--- src/rtl/serial_frame_tx_if.sv ---
// Bundle of the word-in / serial-out signals of the frame transmitter.
// The master side drives the start strobe and word; the slave side is the transmitter.
interface serial_frame_tx_if #(
   parameter int WIDTH = 8
);
   logic             start;
   logic [WIDTH-1:0] data_in;
   logic             x_out;
   logic             busy;
   logic             done;

   modport master (
      output start,
      output data_in,
      input  x_out,
      input  busy,
      input  done
   );

   modport slave (
      input  start,
      input  data_in,
      output x_out,
      output busy,
      output done
   );
endinterface

--- src/rtl/serial_frame_tx.sv ---
// Serial frame transmitter: start bit, data LSB first, optional parity, stop bit.
// Every output is a flop; next-cycle output values are derived from next-state values
// so the serial bit appears exactly one cycle after the state decision.
module serial_frame_tx #(
   parameter int WIDTH      = 8,
   parameter bit PARITY_EN  = 1'b1,
   parameter bit ODD_PARITY = 1'b0
) (
   input logic              clock,
   input logic              reset,
   serial_frame_tx_if.slave bus
);

   localparam int CW = $clog2(WIDTH + 1);

   typedef enum logic [2:0] {
      IDLE,
      START,
      DATA,
      PARITY,
      STOP
   } state_t;

   state_t           state_q, state_d;
   logic [WIDTH-1:0] shift_q, shift_d;
   logic [CW-1:0]    cnt_q, cnt_d;
   logic             par_q, par_d;
   logic             x_q, x_d;
   logic             busy_q, busy_d;
   logic             done_q, done_d;
   logic             lastBit;

   assign lastBit = (cnt_q == CW'(WIDTH - 1));

   // State and datapath registers; reset clears everything, including the outputs, at once.
   always_ff @(posedge clock or negedge reset) begin
      if (!reset) begin
         state_q <= IDLE;
         shift_q <= '0;
         cnt_q   <= '0;
         par_q   <= 1'b0;
         x_q     <= 1'b0;
         busy_q  <= 1'b0;
         done_q  <= 1'b0;
      end else begin
         state_q <= state_d;
         shift_q <= shift_d;
         cnt_q   <= cnt_d;
         par_q   <= par_d;
         x_q     <= x_d;
         busy_q  <= busy_d;
         done_q  <= done_d;
      end
   end

   // Next state plus shift/count/parity updates; a new word is only taken in IDLE or STOP.
   always_comb begin
      state_d = state_q;
      shift_d = shift_q;
      cnt_d   = cnt_q;
      par_d   = par_q;
      case (state_q)
         IDLE, STOP: begin
            if (bus.start) begin
               state_d = START;
               shift_d = bus.data_in;
               cnt_d   = '0;
               par_d   = 1'b0;
            end else begin
               state_d = IDLE;
            end
         end
         START: begin
            state_d = DATA;
         end
         DATA: begin
            shift_d = shift_q >> 1;
            par_d   = par_q ^ shift_q[0];
            cnt_d   = cnt_q + CW'(1);
            if (lastBit) begin
               state_d = PARITY_EN ? PARITY : STOP;
            end
         end
         PARITY: begin
            state_d = STOP;
         end
         default: begin
            state_d = IDLE;
         end
      endcase
   end

   // Output values for the coming cycle, taken from the state and data being entered.
   always_comb begin
      x_d    = 1'b0;
      busy_d = (state_d != IDLE);
      done_d = (state_d == STOP);
      case (state_d)
         START:   x_d = 1'b1;
         DATA:    x_d = shift_d[0];
         PARITY:  x_d = par_d ^ ODD_PARITY;
         default: x_d = 1'b0;
      endcase
   end

   assign bus.x_out = x_q;
   assign bus.busy  = busy_q;
   assign bus.done  = done_q;

endmodule

--- src/flat_wrapper.sv ---
// flat-port wrapper written by rule: the top's interface ports become plain ports
module serial_frame_tx_flat 
#(
   parameter int WIDTH      = 8,
   parameter bit PARITY_EN  = 1'b1,
   parameter bit ODD_PARITY = 1'b0
)
  (clock, reset, bus_start, bus_data_in, bus_x_out, bus_busy, bus_done);
  serial_frame_tx_if #(.WIDTH(WIDTH)) bus_i ();
  input logic clock;
  input logic reset;
  input wire logic [$bits(bus_i.start)-1:0] bus_start;
  input wire logic [$bits(bus_i.data_in)-1:0] bus_data_in;
  output wire logic [$bits(bus_i.x_out)-1:0] bus_x_out;
  output wire logic [$bits(bus_i.busy)-1:0] bus_busy;
  output wire logic [$bits(bus_i.done)-1:0] bus_done;
  assign bus_i.start = bus_start;
  assign bus_i.data_in = bus_data_in;
  assign bus_x_out = bus_i.x_out;
  assign bus_busy = bus_i.busy;
  assign bus_done = bus_i.done;
  serial_frame_tx #(.WIDTH(WIDTH), .PARITY_EN(PARITY_EN), .ODD_PARITY(ODD_PARITY)) u_core (.clock(clock), .reset(reset), .bus(bus_i));
endmodule
--- config.mk ---
export PLATFORM = sky130hd
export DESIGN_NAME = serial_frame_tx_flat
export DESIGN_NICKNAME = d
export VERILOG_FILES = /design/src/rtl/serial_frame_tx_if.sv /design/src/rtl/serial_frame_tx.sv /design/src/flat_wrapper.sv
export SDC_FILE = /design/constraint.sdc
export NUM_CORES = 1
export LEC_CHECK = 0
export CORE_MARGIN = 3
export CORE_UTILIZATION = 40
export DETAILED_ROUTE_END_ITERATION = 10
export PLACE_DENSITY = 0.62
export RECOVER_POWER = 25
export SETUP_SLACK_MARGIN = 0.02
export SLEW_MARGIN = 25
export SYNTH_ARGS = -nofsm -noshare
export SYNTH_HDL_FRONTEND = slang
export SYNTH_SLANG_ARGS = --single-unit
--- constraint.sdc ---
create_clock -name clock -period 1.85 [get_ports clock]
set_clock_uncertainty 0.05 [all_clocks]
set_input_delay 0.37 -clock clock [delete_from_list [all_inputs] [get_ports clock]]
set_output_delay 0.37 -clock clock [all_outputs]
set_load 0.02 [all_outputs]
==> run_results.csv <==
group,metric,value,unit
die,die_w,53.3,um
finish,drive_gt1_frac,0.147,
global_routing,antenna_found_initial,0,
clocking,clkSinkCount,19,
place,portBuffers,13,
routing,highest_layer,"met4",
power,peakVddDrop,798,uV
routing,via_per_inst,5.46,
finish,insertedDiodeCount,0,
finish,register_area,475,um2
worst_hold_path,whs_path_depth,1,
worst_setup_path,cp.arrival,1.24,ns
worst_hold_path,min_from,"u_core.cnt_q[2]",
clocking,ctsResizeCount,0,
place,gp_congestion,0.758,
routing,met1Wirelength,774,um
timing,post-route-period-util,0.895,
worst_setup_path,r2r-start,"u_core.state_q[2]",
worst_setup_path,reg2regPathDepth,3,
clocking,cts_made_buffers,3,
clocking,clockBufferDepth,2,
power,leakage,0.500,nW
timing,layout_setup_ws,0.195,ns
routing,first_pass_iters,4,
worst_setup_path,r2r_slack,0.20,ns
timing,fin_setup_tns,0,ns
place,detailed_place_hpwl,1170,um
clocking,clkSlewWorstSetupHoldPaths,0.12,ns
die,start_util,0.438,
global_routing,grt_max_degree,20,
worst_hold_path,worst_hold_path_type,"reg -> reg",
place,post-place-ws,0.0532,ns
clocking,cts_setup_buffers,0,
finish,final_cell_mix,"19 x dfrtp_1, 12 x clkdlybuf4s50_1, 11 x nand2_1, 7 x nand3_1, 6 x a22oi_1",
clocking,htreeDepth,1,
worst_setup_path,critPathTopFamily,"buffers and inverters",
finish,fillerInstances,199,
finish,multi_input_area,377,um2
worst_setup_path,r2r_end,"u_core.bus.x_out",
routing,drc,0,
routing,wl_met2,802,um
finish,area_growth,20.4,%
routing,ant_nets,0,
yosys,syn_area_per_cell,11.3,um2
yosys,synth-seq-cells,19,
worst_setup_path,cp_num_cells,1,
timing,hold_viol,0,
clocking,clkLatencyLatePin,0.30,ns
die,fp.coreArea,2040,um2
worst_setup_path,cp_slowest_stage_delay,0.59,ns
place,postPlaceCellArea,1050,um2
global_routing,grt-ovfl-total,0,
die,die_area,2840,um2
global_routing,grt_first_pass_wirelength,2740,um
timing,rsz0062_at_grt,"no",
routing,drt_first_iter_violations,9,
worst_setup_path,critPathMaxFanout,1,
timing,relSlewSlack,0.308,
die,fp.dieH,53.3,um
timing,tightest_slew,1.04,ns
flow_run,drv_cap,0,
clocking,cts_tree,"built",
worst_setup_path,path_class,"reg -> out",
worst_setup_path,crit_buf_inv,1,
power,powerDensity,1570,nW/um2
finish,stdcell_area,1080,um2
finish,layout_commonest_cell,"dfrtp_1",
worst_setup_path,slowest_stage,"clkdlybuf4s50_1",
yosys,synth-seq-area-share,0.531,
worst_hold_path,hold_end,"u_core.cnt_q[2]",
yosys,synth_warnings,0,
timing,slew_viol_final,0,
outcome,status,"finished clean",
routing,wl_met3,100,um
worst_setup_path,cp-start-kind,"flop",
timing,finalSetupViolations,0,
finish,nets,108,
clocking,cts_root_buffer,"clkbuf_4",
routing,vias,666,
yosys,synth_cells,79,
timing,fin_crit,1.66,ns
worst_setup_path,path_cells,"clkdlybuf4s50_1",
routing,wirelength,1700,um
yosys,syn_area,895,um2
global_routing,grt_pass1_vias,604,
global_routing,grt_usage,0.137,
clocking,postCtsHoldBufs,0,
worst_setup_path,crit_required,1.43,ns
worst_setup_path,worst_setup_path_end_kind,"output port",
timing,max_freq,604,MHz
yosys,synth_nets,91,
die,io-pin-count,14,
yosys,synth_cell_types,29,
routing,wl_per_cell,14.0,um
die,rows,16,
-- power by group --
| group | total [mW] | internal, mW | leakage (nW) | switching (mW) |
|---|---|---|---|---|
| combinational | 0.758 | 0.382 | 0.242 | 0.377 |
| sequential | 0.718 | 0.589 | 0.241 | 0.129 |
| clock | 0.212 | 0.0805 | 0.0177 | 0.131 |
| total | 1.69 | 1.05 | 0.500 | 0.637 |
-- routing by layer --
layer	vias to the layer above	track usage
li1	313	-
met4	0	0.0766
met1	330	0.167
met3	4	0.0282
met5	-	0
met2	19	0.220
-- flip-flops by register name, summed over array words and instances, names as in the netlist --
register,flops
u_core.par_q,1
u_core.bus.busy,1
u_core.state_q,3
u_core.cnt_q,4
u_core.bus.x_out,1
u_core.shift_q,8
u_core.bus.done,1
-- Yosys cell counts --
library cell,count,share of area
mux2_2,1,0.013
nand4_1,1,0.0070
nor2_1,3,0.013
buf_4,1,0.0084
and3b_2,1,0.011
or3b_4,1,0.013
xor2_1,1,0.0098
buf_6,2,0.025
buf_2,1,0.0056
nand3b_1,2,0.017
nor4_1,1,0.0070
mux2i_1,2,0.022
o21ai_0,2,0.011
ha_1,1,0.014
a22oi_1,6,0.050
nand2_1,11,0.046
xnor2_1,1,0.0098
or3_1,1,0.0070
clkbuf_1,2,0.0084
dfrtp_1,19,0.53
or3b_2,1,0.0098
and3b_1,1,0.0098
mux2_4,1,0.017
a31oi_1,1,0.0070
mux2i_4,1,0.025
a22o_1,3,0.029
nor3b_1,2,0.017
a21o_1,2,0.017
nand3_1,7,0.039
-- kinds of logic (layout without fill, tap and decap cells) --
| family | count (synthesis) | after routing | share of synthesized area |
|---|---|---|---|
| simple gates | 32 | 32 | 0.196 |
| flops | 19 | 19 | 0.531 |
| compound gates | 14 | 14 | 0.115 |
| buf+inv | 6 | 22 | 0.0476 |
| mux | 5 | 5 | 0.0769 |
| xor+xnor | 2 | 2 | 0.0196 |
| fa+ha+maj | 1 | 1 | 0.0140 |
-- layout make-up --
cell class                 instances  area share
multi-input combinational         54       0.350
tap                               27      0.0314
sequential                        19       0.441
clock buffer                       3      0.0209
timing repair buffer              18       0.152
clock inverter                     1     0.00465
-- worst max-delay path by stage --
stage,from,endpoint,slack [ns]
CTS,u_core.bus.busy,bus_busy,0.18
global route,u_core.state_q[2],u_core.bus.x_out,0.14
global placement,bus_start,u_core.shift_q[5],0.07
floorplan,u_core.state_q[0],u_core.par_q,0.29
finish,u_core.bus.busy,bus_busy,0.19
detailed placement,bus_start,u_core.shift_q[6],0.05
-- stage by stage --
stage	utilization	hold WS [ns]	power, mW	instances
global route	0.528	0.468	1.81	122
CTS	0.529	0.348	1.71	122
floorplan	-	0.0244	1.29	79
finish	0.528	0.455	1.69	122
global placement	0.516	0.428	1.46	118
detailed placement	0.516	0.434	1.49	118
Power figures use the tool's default switching activity.
